$ cat src/rtl/present_state_ctrl_if.sv
// Host-side command/data event bus and present-state outputs of present_state_ctrl.
// master drives the events and reads status; slave is the controller.
interface present_state_ctrl_if;
  logic        cmd_issue;
  logic        cmd_with_data;
  logic        cmd_dir_read;
  logic        cmd_busy_resp;
  logic [15:0] blk_cnt;
  logic        cmd_end;
  logic        cmd_error;
  logic        dat_block_end;
  logic        dat_busy;
  logic        host_blk_read;
  logic        host_blk_written;
  logic        abort;

  logic        cmd_inhibit_cmd;
  logic        cmd_inhibit_dat;
  logic        dat_line_active;
  logic        write_xfer_active;
  logic        read_xfer_active;
  logic        buf_wr_en;
  logic        buf_rd_en;
  logic        cmd_complete;
  logic        xfer_complete;
  logic        cmd_reject;
  logic [15:0] blocks_left;

  modport master (
    output cmd_issue, cmd_with_data, cmd_dir_read, cmd_busy_resp, blk_cnt, cmd_end, cmd_error,
           dat_block_end, dat_busy, host_blk_read, host_blk_written, abort,
    input  cmd_inhibit_cmd, cmd_inhibit_dat, dat_line_active, write_xfer_active,
           read_xfer_active, buf_wr_en, buf_rd_en, cmd_complete, xfer_complete, cmd_reject,
           blocks_left
  );

  modport slave (
    input  cmd_issue, cmd_with_data, cmd_dir_read, cmd_busy_resp, blk_cnt, cmd_end, cmd_error,
           dat_block_end, dat_busy, host_blk_read, host_blk_written, abort,
    output cmd_inhibit_cmd, cmd_inhibit_dat, dat_line_active, write_xfer_active,
           read_xfer_active, buf_wr_en, buf_rd_en, cmd_complete, xfer_complete, cmd_reject,
           blocks_left
  );
endinterface

$ cat src/rtl/present_state_ctrl.sv
// SD host present-state controller: CMD and DAT FSMs with buffer occupancy tracking.
// Every output is a register loaded from the next-state values.
module present_state_ctrl #(
  parameter int unsigned BUF_BLKS = 2
) (
  input logic                 clk,
  input logic                 rst,
  present_state_ctrl_if.slave bus
);

  localparam logic [1:0] BufMax = 2'(BUF_BLKS);

  typedef enum logic {C_IDLE, C_BUSY} cState_e;
  typedef enum logic [1:0] {D_IDLE, D_READ, D_WRITE, D_BUSY} dState_e;

  cState_e     cStateQ, cStateD;
  dState_e     dStateQ, dStateD;
  logic [1:0]  pendQ, pendD;
  logic [15:0] blocksLeftQ, blocksLeftD;
  logic [15:0] totalQ, totalD;
  logic [15:0] wrCntQ, wrCntD;
  logic        cmdDatQ, cmdDatD;     // current command owns a data/busy phase
  logic        r1bPendQ, r1bPendD;   // busy-only response waiting for cmd_end
  logic        xferBusyQ, xferBusyD; // D_BUSY follows a write, so completion pulses

  logic inhCmdQ, inhDatQ, datLineQ, wrActQ, rdActQ, bufWrQ, bufRdQ;
  logic cmdCompleteQ, xferCompleteQ, cmdRejectQ;
  logic inhCmdD, inhDatD, datLineD, wrActD, rdActD, bufWrD, bufRdD;
  logic cmdCompleteD, xferCompleteD, cmdRejectD;

  logic pendInc, pendDec, needDat, inhDatNow;

  always_comb begin
    cStateD       = cStateQ;
    dStateD       = dStateQ;
    pendD         = pendQ;
    blocksLeftD   = blocksLeftQ;
    totalD        = totalQ;
    wrCntD        = wrCntQ;
    cmdDatD       = cmdDatQ;
    r1bPendD      = r1bPendQ;
    xferBusyD     = xferBusyQ;
    cmdCompleteD  = 1'b0;
    xferCompleteD = 1'b0;
    cmdRejectD    = 1'b0;
    pendInc       = 1'b0;
    pendDec       = 1'b0;
    needDat       = bus.cmd_with_data | bus.cmd_busy_resp;
    inhDatNow     = (dStateQ != D_IDLE) | r1bPendQ;

    // Data phase progress; increments/decrements beyond the buffer bounds are dropped.
    unique case (dStateQ)
      D_READ: begin
        pendInc = bus.dat_block_end && (blocksLeftQ != 16'd0) && (pendQ < BufMax);
        pendDec = bus.host_blk_read && (pendQ != 2'd0);
        if (pendInc) blocksLeftD = blocksLeftQ - 16'd1;
      end
      D_WRITE: begin
        pendInc = bus.host_blk_written && (wrCntQ < totalQ) && (pendQ < BufMax);
        pendDec = bus.dat_block_end && (pendQ != 2'd0) && (blocksLeftQ != 16'd0);
        if (pendInc) wrCntD = wrCntQ + 16'd1;
        if (pendDec) blocksLeftD = blocksLeftQ - 16'd1;
      end
      D_BUSY: begin
        if (!bus.dat_busy) begin
          dStateD       = D_IDLE;
          xferCompleteD = xferBusyQ;
          xferBusyD     = 1'b0;
        end
      end
      default: ;
    endcase

    if (pendInc && !pendDec) pendD = pendQ + 2'd1;
    else if (pendDec && !pendInc) pendD = pendQ - 2'd1;

    if (dStateQ == D_READ && blocksLeftD == 16'd0 && pendD == 2'd0) begin
      dStateD       = D_IDLE;
      xferCompleteD = 1'b1;
    end
    if (dStateQ == D_WRITE && blocksLeftD == 16'd0) begin
      dStateD   = D_BUSY;
      xferBusyD = 1'b1;
    end

    unique case (cStateQ)
      C_IDLE: begin
        if (bus.cmd_issue) begin
          if (!needDat || (!inhDatNow && (!bus.cmd_with_data || bus.blk_cnt != 16'd0))) begin
            cStateD = C_BUSY;
            cmdDatD = needDat;
            if (needDat) begin
              pendD     = 2'd0;
              wrCntD    = 16'd0;
              xferBusyD = 1'b0;
              // A busy-only response carries no block count.
              if (bus.cmd_with_data) begin
                blocksLeftD = bus.blk_cnt;
                totalD      = bus.blk_cnt;
                dStateD     = bus.cmd_dir_read ? D_READ : D_WRITE;
              end else begin
                r1bPendD = 1'b1;
              end
            end
          end else begin
            cmdRejectD = 1'b1;
          end
        end
      end
      C_BUSY: begin
        cmdRejectD = bus.cmd_issue;
        if (bus.cmd_error) begin
          cStateD = C_IDLE;
          cmdDatD = 1'b0;
          if (cmdDatQ) begin
            dStateD       = D_IDLE;
            pendD         = 2'd0;
            blocksLeftD   = 16'd0;
            wrCntD        = 16'd0;
            totalD        = 16'd0;
            r1bPendD      = 1'b0;
            xferBusyD     = 1'b0;
            xferCompleteD = 1'b0;
          end
        end else if (bus.cmd_end) begin
          cStateD      = C_IDLE;
          cmdDatD      = 1'b0;
          cmdCompleteD = 1'b1;
          if (r1bPendQ) begin
            r1bPendD  = 1'b0;
            dStateD   = D_BUSY;
            xferBusyD = 1'b0;
          end
        end
      end
      default: ;
    endcase

    if (bus.abort) begin
      cStateD       = C_IDLE;
      dStateD       = D_IDLE;
      pendD         = 2'd0;
      blocksLeftD   = 16'd0;
      totalD        = 16'd0;
      wrCntD        = 16'd0;
      cmdDatD       = 1'b0;
      r1bPendD      = 1'b0;
      xferBusyD     = 1'b0;
      cmdCompleteD  = 1'b0;
      xferCompleteD = 1'b0;
      cmdRejectD    = 1'b0;
    end
  end

  always_comb begin
    datLineD = 1'b0;
    unique case (dStateD)
      D_READ:  datLineD = (blocksLeftD != 16'd0) && (pendD < BufMax);
      D_WRITE: datLineD = (pendD != 2'd0);
      D_BUSY:  datLineD = 1'b1;
      default: datLineD = 1'b0;
    endcase
  end

  assign inhCmdD = (cStateD == C_BUSY);
  assign inhDatD = (dStateD != D_IDLE) | r1bPendD;
  assign wrActD  = (dStateD == D_WRITE);
  assign rdActD  = (dStateD == D_READ);
  assign bufWrD  = (dStateD == D_WRITE) && (wrCntD < totalD) && (pendD < BufMax);
  assign bufRdD  = (dStateD == D_READ) && (pendD != 2'd0);

  always_ff @(posedge clk) begin
    if (rst) begin
      cStateQ       <= C_IDLE;
      dStateQ       <= D_IDLE;
      pendQ         <= 2'd0;
      blocksLeftQ   <= 16'd0;
      totalQ        <= 16'd0;
      wrCntQ        <= 16'd0;
      cmdDatQ       <= 1'b0;
      r1bPendQ      <= 1'b0;
      xferBusyQ     <= 1'b0;
      inhCmdQ       <= 1'b0;
      inhDatQ       <= 1'b0;
      datLineQ      <= 1'b0;
      wrActQ        <= 1'b0;
      rdActQ        <= 1'b0;
      bufWrQ        <= 1'b0;
      bufRdQ        <= 1'b0;
      cmdCompleteQ  <= 1'b0;
      xferCompleteQ <= 1'b0;
      cmdRejectQ    <= 1'b0;
    end else begin
      cStateQ       <= cStateD;
      dStateQ       <= dStateD;
      pendQ         <= pendD;
      blocksLeftQ   <= blocksLeftD;
      totalQ        <= totalD;
      wrCntQ        <= wrCntD;
      cmdDatQ       <= cmdDatD;
      r1bPendQ      <= r1bPendD;
      xferBusyQ     <= xferBusyD;
      inhCmdQ       <= inhCmdD;
      inhDatQ       <= inhDatD;
      datLineQ      <= datLineD;
      wrActQ        <= wrActD;
      rdActQ        <= rdActD;
      bufWrQ        <= bufWrD;
      bufRdQ        <= bufRdD;
      cmdCompleteQ  <= cmdCompleteD;
      xferCompleteQ <= xferCompleteD;
      cmdRejectQ    <= cmdRejectD;
    end
  end

  assign bus.cmd_inhibit_cmd   = inhCmdQ;
  assign bus.cmd_inhibit_dat   = inhDatQ;
  assign bus.dat_line_active   = datLineQ;
  assign bus.write_xfer_active = wrActQ;
  assign bus.read_xfer_active  = rdActQ;
  assign bus.buf_wr_en         = bufWrQ;
  assign bus.buf_rd_en         = bufRdQ;
  assign bus.cmd_complete      = cmdCompleteQ;
  assign bus.xfer_complete     = xferCompleteQ;
  assign bus.cmd_reject        = cmdRejectQ;
  assign bus.blocks_left       = blocksLeftQ;

endmodule

$ cat src/flat_wrapper.sv
// flat-port wrapper written by rule: the top's interface ports become plain ports
module present_state_ctrl_flat 
#(
  parameter int unsigned BUF_BLKS = 2
)
  (clk, rst, bus_cmd_issue, bus_cmd_with_data, bus_cmd_dir_read, bus_cmd_busy_resp, bus_blk_cnt, bus_cmd_end, bus_cmd_error, bus_dat_block_end, bus_dat_busy, bus_host_blk_read, bus_host_blk_written, bus_abort, bus_cmd_inhibit_cmd, bus_cmd_inhibit_dat, bus_dat_line_active, bus_write_xfer_active, bus_read_xfer_active, bus_buf_wr_en, bus_buf_rd_en, bus_cmd_complete, bus_xfer_complete, bus_cmd_reject, bus_blocks_left);
  present_state_ctrl_if bus_i ();
  input logic clk;
  input logic rst;
  input wire logic [$bits(bus_i.cmd_issue)-1:0] bus_cmd_issue;
  input wire logic [$bits(bus_i.cmd_with_data)-1:0] bus_cmd_with_data;
  input wire logic [$bits(bus_i.cmd_dir_read)-1:0] bus_cmd_dir_read;
  input wire logic [$bits(bus_i.cmd_busy_resp)-1:0] bus_cmd_busy_resp;
  input wire logic [$bits(bus_i.blk_cnt)-1:0] bus_blk_cnt;
  input wire logic [$bits(bus_i.cmd_end)-1:0] bus_cmd_end;
  input wire logic [$bits(bus_i.cmd_error)-1:0] bus_cmd_error;
  input wire logic [$bits(bus_i.dat_block_end)-1:0] bus_dat_block_end;
  input wire logic [$bits(bus_i.dat_busy)-1:0] bus_dat_busy;
  input wire logic [$bits(bus_i.host_blk_read)-1:0] bus_host_blk_read;
  input wire logic [$bits(bus_i.host_blk_written)-1:0] bus_host_blk_written;
  input wire logic [$bits(bus_i.abort)-1:0] bus_abort;
  output wire logic [$bits(bus_i.cmd_inhibit_cmd)-1:0] bus_cmd_inhibit_cmd;
  output wire logic [$bits(bus_i.cmd_inhibit_dat)-1:0] bus_cmd_inhibit_dat;
  output wire logic [$bits(bus_i.dat_line_active)-1:0] bus_dat_line_active;
  output wire logic [$bits(bus_i.write_xfer_active)-1:0] bus_write_xfer_active;
  output wire logic [$bits(bus_i.read_xfer_active)-1:0] bus_read_xfer_active;
  output wire logic [$bits(bus_i.buf_wr_en)-1:0] bus_buf_wr_en;
  output wire logic [$bits(bus_i.buf_rd_en)-1:0] bus_buf_rd_en;
  output wire logic [$bits(bus_i.cmd_complete)-1:0] bus_cmd_complete;
  output wire logic [$bits(bus_i.xfer_complete)-1:0] bus_xfer_complete;
  output wire logic [$bits(bus_i.cmd_reject)-1:0] bus_cmd_reject;
  output wire logic [$bits(bus_i.blocks_left)-1:0] bus_blocks_left;
  assign bus_i.cmd_issue = bus_cmd_issue;
  assign bus_i.cmd_with_data = bus_cmd_with_data;
  assign bus_i.cmd_dir_read = bus_cmd_dir_read;
  assign bus_i.cmd_busy_resp = bus_cmd_busy_resp;
  assign bus_i.blk_cnt = bus_blk_cnt;
  assign bus_i.cmd_end = bus_cmd_end;
  assign bus_i.cmd_error = bus_cmd_error;
  assign bus_i.dat_block_end = bus_dat_block_end;
  assign bus_i.dat_busy = bus_dat_busy;
  assign bus_i.host_blk_read = bus_host_blk_read;
  assign bus_i.host_blk_written = bus_host_blk_written;
  assign bus_i.abort = bus_abort;
  assign bus_cmd_inhibit_cmd = bus_i.cmd_inhibit_cmd;
  assign bus_cmd_inhibit_dat = bus_i.cmd_inhibit_dat;
  assign bus_dat_line_active = bus_i.dat_line_active;
  assign bus_write_xfer_active = bus_i.write_xfer_active;
  assign bus_read_xfer_active = bus_i.read_xfer_active;
  assign bus_buf_wr_en = bus_i.buf_wr_en;
  assign bus_buf_rd_en = bus_i.buf_rd_en;
  assign bus_cmd_complete = bus_i.cmd_complete;
  assign bus_xfer_complete = bus_i.xfer_complete;
  assign bus_cmd_reject = bus_i.cmd_reject;
  assign bus_blocks_left = bus_i.blocks_left;
  present_state_ctrl #(.BUF_BLKS(BUF_BLKS)) u_core (.clk(clk), .rst(rst), .bus(bus_i));
endmodule
$ cat config.mk
export PLATFORM = sky130hd
export DESIGN_NAME = present_state_ctrl_flat
export DESIGN_NICKNAME = d
export VERILOG_FILES = /design/src/rtl/present_state_ctrl_if.sv /design/src/rtl/present_state_ctrl.sv /design/src/flat_wrapper.sv
export SDC_FILE = /design/constraint.sdc
export NUM_CORES = 1
export LEC_CHECK = 0
export ABC_AREA = 1
export CAP_MARGIN = 5
export CORE_MARGIN = 2
export CORE_UTILIZATION = 53
export CTS_BUF_LIST = sky130_fd_sc_hd__clkbuf_4 sky130_fd_sc_hd__clkbuf_8
export CTS_CLUSTER_DIAMETER = 150
export DETAILED_ROUTE_END_ITERATION = 6
export HOLD_SLACK_MARGIN = 0.08
export PLACE_DENSITY = 0.78
export SYNTH_ARGS = -nofsm -noshare
export SYNTH_HDL_FRONTEND = slang
export SYNTH_SLANG_ARGS = --single-unit
$ cat constraint.sdc
create_clock -name clk -period 3.6 [get_ports clk]
set_input_delay 0.54 -clock clk [delete_from_list [all_inputs] [get_ports clk]]
set_output_delay 0.54 -clock clk [all_outputs]
set_load 0.1 [all_outputs]
### After elaboration in Yosys (flattened, before gate mapping)

Cells that the tools add are included.

| storage, ports and cells | value |
|---|---|
| register bits | 65 |
| word-level logic and storage cells | 170 |
| output and inout port bits | 26 |
| bits of input ports | 29 |

| operators by class | value |
|---|---|
| reductions and logical operators | 36 |
| $lt $le $gt $ge | 4 |
| bitwise operators | 4 |
| muxes and demuxes | 95 |
| add/sub/neg operators | 4 |
| eq/ne operators | 9 |

Operator list:

| operator | count |
|---|---|
| 16-bit two-way mux | 24 |
| 16-bit one-hot mux with 2 select lines | 4 |
| 16-bit nonzero test | 3 |
| 2-bit two-way mux | 22 |
| 1-bit two-way mux | 35 |
| 16-bit less-than comparator | 2 |
| 1-bit logical AND | 17 |
| 16-bit by 1-bit adder with 16-bit output, second input constant | 1 |
| 16-bit logical NOT | 1 |
| 16-bit by 1-bit subtractor with 16-bit output, second input constant | 1 |
| 1-bit one-hot mux with 2 select lines | 7 |
| 2-bit == test, second input constant | 4 |
| 2-bit one-hot mux with 2 select lines | 2 |
| 2-bit nonzero test | 4 |
| 1-bit logical NOT | 5 |
| 2-bit by 1-bit == test with 1-bit output, second input constant | 2 |
| 2-bit less-than comparator, second input constant | 2 |
| 4-bit OR reduction | 1 |
| 3-bit inequality test, second input constant | 1 |
| 1-bit OR | 3 |
| 1-bit one-hot mux with 3 select lines | 1 |
| 3-bit AND reduction | 1 |
| 2-bit by 1-bit adder with 2-bit output, second input constant | 1 |
| 2-bit logical NOT | 1 |
| other kinds (6) | 7 |

### Longest topological paths before layout

| logic depth | value |
|---|---|
| depth in word-level cells | 21 |
| gate-level depth with buffers | 25 |
| gate-level depth less buffers | 25 |

### Worst setup path after synthesis

OpenSTA, ideal clock, no wires.

| path | value |
|---|---|
| path kind | register -> register |
| start | register u_core.bus.cmd_inhibit_cmd (netlist name) |
| end | register u_core.bufWrQ (netlist: u_core.bus.buf_wr_en) |
| data required time | 3527 ps |
| clock period less this slack | 3415 ps |
| arrival time | 3342 ps |
| slack | 185 ps |
| cell stages (with the launch flop) | 16 |
| cell sequence | dfxtp_1 clkbuf_1 inv_1 o21ai_0 nor2_1 inv_2 buf_1 nor2_1 ha_1 a21oi_1 o21ai_0 nand3_1 a21oi_1 a2111oi_0 nand2_1 nor3_2 |

RTL lines:

| what | line | source |
|---|---|---|
| end signal: assignment | present_state_ctrl.sv:208 | `bufWrQ <= bufWrD;` |
| end: declaration | present_state_ctrl.sv:26 | `logic inhCmdQ, inhDatQ, datLineQ, wrActQ, rdActQ, bufWrQ, bufRdQ;` |

### Worst setup path in the final report

| path | value |
|---|---|
| start | register u_core.totalQ[9] |
| end | register u_core.bufWrQ (netlist: u_core.bus.buf_wr_en) |

RTL lines:

| what | line | source |
|---|---|---|
| start: declaration | present_state_ctrl.sv:20 | `logic [15:0] totalQ, totalD;` |
| start signal: assignment | present_state_ctrl.sv:198 | `totalQ <= totalD;` |
| 16-bit less-than comparator * | present_state_ctrl.sv:59 | `pendInc = bus.host_blk_written && (wrCntQ < totalQ) && (pendQ < BufMax);` |
| 1-bit logical AND * (2 in series) | present_state_ctrl.sv:59 |  |
| 16-bit two-way mux * | present_state_ctrl.sv:61 | `if (pendInc) wrCntD = wrCntQ + 16'd1;` |
| 16-bit two-way mux * | present_state_ctrl.sv:52 | `unique case (dStateQ)` |
| 16-bit two-way mux | present_state_ctrl.sv:92 | `if (needDat) begin` |
| 16-bit two-way mux | present_state_ctrl.sv:89 | `if (!needDat \|\| (!inhDatNow && (!bus.cmd_with_data \|\| bus.blk_cnt != 16'd0))) begin` |
| 16-bit two-way mux | present_state_ctrl.sv:88 | `if (bus.cmd_issue) begin` |
| 16-bit one-hot mux with 2 select lines * | present_state_ctrl.sv:86 | `unique case (cStateQ)` |
| 16-bit two-way mux * | present_state_ctrl.sv:139 | `if (bus.abort) begin` |
| net u_core.wrCntD[12] | present_state_ctrl.sv:21 | `logic [15:0] wrCntQ, wrCntD;` |
| 16-bit less-than comparator * | present_state_ctrl.sv:169 | `assign bufWrD = (dStateD == D_WRITE) && (wrCntD < totalD) && (pendD < BufMax);` |
| 1-bit logical AND * (2 in series) | present_state_ctrl.sv:169 |  |

The timed path passes the listed nets; every way through them passes the cells marked *.
A chain may end at the register's enable or synchronous reset.

==> flow_results.org <==
** Run status
- The run finished with clean final reports.

** Drt
- Detailed routing placed a total of 1130 um of wire on met3.
- The first detailed-routing pass took 5 iterations.
- Met2 routed WL :: approximately 7300 um
- In this run the top signal layer used is met4.
- Iteration-0 DRC Markers :: 572
- Number of nets still failing antenna checks after routing :: 0
- Wire length on met1 :: 6320 um
- Total via count in the routed design :: roughly 5.6k
- Detailed-route DRC error count :: 0
- In the final routed layout, each cell accounts on average for 15.4 um.
- The final layout contains routed wiring with a total length of 15400 um.
- Using the TritonRoute via totals, the vias-per-cell ratio works out to between 5 and 6.

** Critical path
- Worst reg2reg endpoint :: u_core.bus.buf_wr_en
- The signal on the critical path passes through inv_2, ha_4, nand2_2, inv_2, o21ai_2, a21oi_2, nor3_2, nand2_2, buf_4, nor4b_4, nand4_1, nor2_1, xnor2_1, nor2_1, ha_1, nand3_1, a21oi_2, a2111oi_2, nand2_1, nor3_2.
- Data on the critical path arrives at its endpoint at 3.84 ns.
- Largest driver fanout on the critical path :: 3
- Delay-heaviest family, CP :: simple AND/OR/NAND/NOR gates
- The worst register-to-register path begins at u_core.totalQ[9].
- For the worst setup path, the data required time is around 3.9 ns.
- Reg2Reg Depth :: 20
- Counting both buffers and inverters, the worst setup path holds a total of 3.
- R2R Setup Slk :: 0.04 ns
- The worst setup path is captured at a flip-flop.
- The largest individual stage delay along the critical path comes from the cell sky130_fd_sc_hd__ha_1.
- The critical path in this run is classified as reg2reg.
- Biggest cell delay along the critical path :: 0.33 ns
- The worst setup path is launched from a flip-flop.

** Place
- Final weighted congestion in routability-driven placement :: 1.05
- Summing all placed instances gives a cell area of 5860 um^2.
- Half-perimeter wire length after placement :: ~12000 um
- Input and output buffers added on the ports amount to 54.

** Finish
- At the end of the flow, the number of nets in the layout was 953.
- Ant. Diodes :: 0
- The library cells used most frequently in the layout, excluding fill and tap cells, are 186 x sky130_fd_sc_hd__nand2_1, 144 x sky130_fd_sc_hd__nor2_1, 72 x sky130_fd_sc_hd__inv_1.
- Fin area :: between 6000 and 7000 um^2
- Cells with a size suffix above 1 make up a little under a fifth of the layout.
- Compared with the post-synthesis result, the final layout area differs by 30.2%.
- Leaving out fill and tap cells, the most frequent cell in the layout is sky130_fd_sc_hd__nand2_1.
- Measured on the finished design, the core utilization comes to 71.8%.

** Yosys
- Sequential cells were found to cover a little over a quarter of the synthesized design area.
- Yosys mapped a number of flops with a built-in enable equal to 0.
- Average cell area after synthesis :: 6.24 um^2
- Synthesis produced a netlist with a net count of 844.
- The Yosys step of the flow raised 0 warnings.
- Top flip-flop cell by instance count after synthesis :: sky130_fd_sc_hd__dfxtp_1
- Number of distinct library cells after synthesis :: 42
- After synthesis the netlist holds a flip-flop and latch count of 65.
- Post-Synthesis Cells :: 778
- The mapped netlist covers 4850 um^2.
- FFs w/ async S/R, synth :: 0%

** Hold path
- The startpoint identified for the worst hold timing path is u_core.xferBusyQ.
- The worst hold path passes through 2 cells.
- The path class of the tightest hold or removal check is reg2reg.
- The worst hold path terminates at u_core.bus.xfer_complete.

** GRT
- The via count of the first global-routing pass is 5276.
- In the global route stage, overall resource usage came out at 31.0%.
- Grt total ovfl :: 0
- First-pass GRT wire length :: 24600 um
- The number of antenna violations at the first check in global routing was 0.
- Largest net degree at the start of global routing :: 32

** Timing
- Shortest period the worst path allows :: approximately 3.6 ns
- Headroom to the max-slew limit came out at 34.5%.
- The worst path uses 98.9% of the clock period.
- Based on the critical path, the design can be clocked at up to 0.281 GHz.
- Setup_tns :: 0 ns
- Setup repair after global routing could not meet its margin everywhere.
- The final-report max-slew violation count came to 0.
- Final setup violating endpoints :: 0
- Transition time at the pin with the least slew margin :: 0.979 ns
- Worst hold margin :: around 0.51 ns
- Number of hold violations in the final report :: 0
- Maximum clock skew at final layout :: 0.0164 ns

** Power and ir drop
- Static Leakage :: 3.06 nW
- PwrDens :: 334 nW/um^2
- Clock power frac :: 32.3%
- Peak supply drop :: 0.000237 V
- Switching pwr :: 751 uW
- Internal power comes to between 1 and 1.5 mW.
- Per report_power, the combinational group accounts for 32.0% of the total.
- Total power for the finished layout comes to 2.11 mW.
- Net switching is 35.6% of the power.
- Of the total power, registers draw between 30% and 40%.

** CTS
- CTS H-tree lvls :: 3
- After clock tree synthesis, the clock-pin slew on the worst setup and hold paths is about 0.08 ns.
- CTS tree :: built
- TritonCTS created 9 clock buffers.
- Clock Sinks :: 65
- The cell sitting at the root of the clock tree is a sky130_fd_sc_hd__clkbuf_8.
- Clock buffer depth :: 2
- Clock insertion delay at the later pin of the skew report :: between 0.3 and 0.4 ns

** Floorplan
- The die is 99.7 um tall.
- The region available for standard cell placement spans approximately 8800 um^2.
- The floorplan step defined a die boundary enclosing ~10000 um^2.
- Horizontal extent of the die :: between 90 and 100 um
- Pin placement for this block handled 55 I/O pins.
- The floorplan has 34 rows.
- Once the floorplan was initialized, standard cells occupied 55.1% of the core.

** Job
- Number of violations of the max-capacitance limit :: 0
[cell families (layout without fill, tap and decap cells)]
| logic type | Yosys count | after routing | share of synthesized area (%) |
|---|---|---|---|
| simple gates | 469 | 469 | 42.7 |
| xor+xnor | 15 | 15 | 2.71 |
| buf+inv | 107 | 220 | 8.53 |
| compound gates | 85 | 85 | 9.72 |
| fa+ha+maj | 37 | 37 | 9.54 |
| flops | 65 | 65 | 26.8 |
[what timing repair did]
action                                 CTS  global route
pin swaps                                0            29
hold buffers                             0             0
gates resized for setup                  4            46
setup endpoints to repair                1             1
setup buffers                            0             8
endpoints found under the hold margin    0             0
[sequential cells by signal (all words and copies together), names as in the netlist, 2 cells and up]
signal and flops:
u_core.bus.blocks_left 16, u_core.totalQ 16, u_core.pendQ 2, u_core.dStateQ 2, u_core.wrCntQ 16
[power groups by stage]
stage / logic, mW / registers [mW] / clock network (mW)
3_5_place_dp: 0.644 / 0.771 / 0
4_1_cts: 0.649 / 0.755 / 0.684
3_3_place_gp: 0.630 / 0.770 / 0
2_1_floorplan: 0.350 / 0.856 / 0
5_1_grt: 0.738 / 0.758 / 0.713
6_report: 0.675 / 0.755 / 0.681
[how the worst max path moves through the flow]
stage | to | start | depth (start not counted)
after floorplan | u_core.bus.buf_wr_en | u_core.bus.cmd_inhibit_cmd | 15
after global placement | u_core.bus.buf_wr_en | bus_host_blk_written | 19
after detailed placement | u_core.bus.buf_wr_en | bus_host_blk_written | 19
after CTS | u_core.bus.buf_wr_en | u_core.wrCntQ[9] | 22
after global routing | u_core.bus.buf_wr_en | u_core.totalQ[9] | 20
final | u_core.bus.buf_wr_en | u_core.totalQ[9] | 20
[cells in the mapped netlist, types with 2 or more instances]
cell	number	area, um^2
sky130_fd_sc_hd__nand2_1	189	709
sky130_fd_sc_hd__xnor2_1	4	35.0
sky130_fd_sc_hd__nand2_2	11	68.8
sky130_fd_sc_hd__buf_1	3	11.3
sky130_fd_sc_hd__nand3_2	5	50.1
sky130_fd_sc_hd__inv_1	78	293
sky130_fd_sc_hd__nand3_1	54	270
sky130_fd_sc_hd__a211o_1	2	17.5
sky130_fd_sc_hd__o211ai_1	3	22.5
sky130_fd_sc_hd__xor2_1	11	96.3
sky130_fd_sc_hd__nor4_1	3	18.8
sky130_fd_sc_hd__inv_2	7	26.3
sky130_fd_sc_hd__ha_1	37	463
sky130_fd_sc_hd__nor2_2	8	50.1
sky130_fd_sc_hd__clkbuf_1	14	52.6
sky130_fd_sc_hd__nor3_1	21	105
sky130_fd_sc_hd__clkinv_1	2	7.51
sky130_fd_sc_hd__a211oi_1	4	30.0
sky130_fd_sc_hd__nor2_1	147	552
sky130_fd_sc_hd__nand3b_1	2	15.0
sky130_fd_sc_hd__nand4_1	18	113
sky130_fd_sc_hd__dfxtp_1	65	1300
sky130_fd_sc_hd__nor2_4	3	33.8
sky130_fd_sc_hd__a21oi_1	34	170
sky130_fd_sc_hd__o21ai_0	35	175
sky130_fd_sc_hd__nand2_4	2	22.5
[layout make-up]
| cell class | instances | area, um^2 |
|---|---|---|
| multi-input combinational | 606 | 3310 |
| sequential | 65 | 1320 |
| fill | 728 | 2490 |
| clock inverter | 5 | 81.3 |
| clock buffer | 10 | 131 |
| timing repair buffer | 118 | 1020 |
| inverter | 87 | 327 |
| tap | 108 | 135 |
[worst min-delay path: cells and delay by family (launching register included)]
kind / cells / cell delay [ns]
DFF: 1 / 0.32
and+or+nand+nor: 1 / 0.07
AOI/OAI and AO/OA: 1 / 0.07
[metal layers]
metal	track usage, %	up-vias
met4	14.8	0
met3	3.72	56
met1	39.5	2528
met2	52.2	264
li1	-	2741
met5	0	-
[through the flow]
step	cells	worst slack, ns
2_1_floorplan	778	0.185
3_3_place_gp	976	-0.0364
3_5_place_dp	976	-0.190
4_1_cts	991	0.0126
5_1_grt	999	-0.142
6_report	999	0.0386
(Power assumes the default switching activity.)
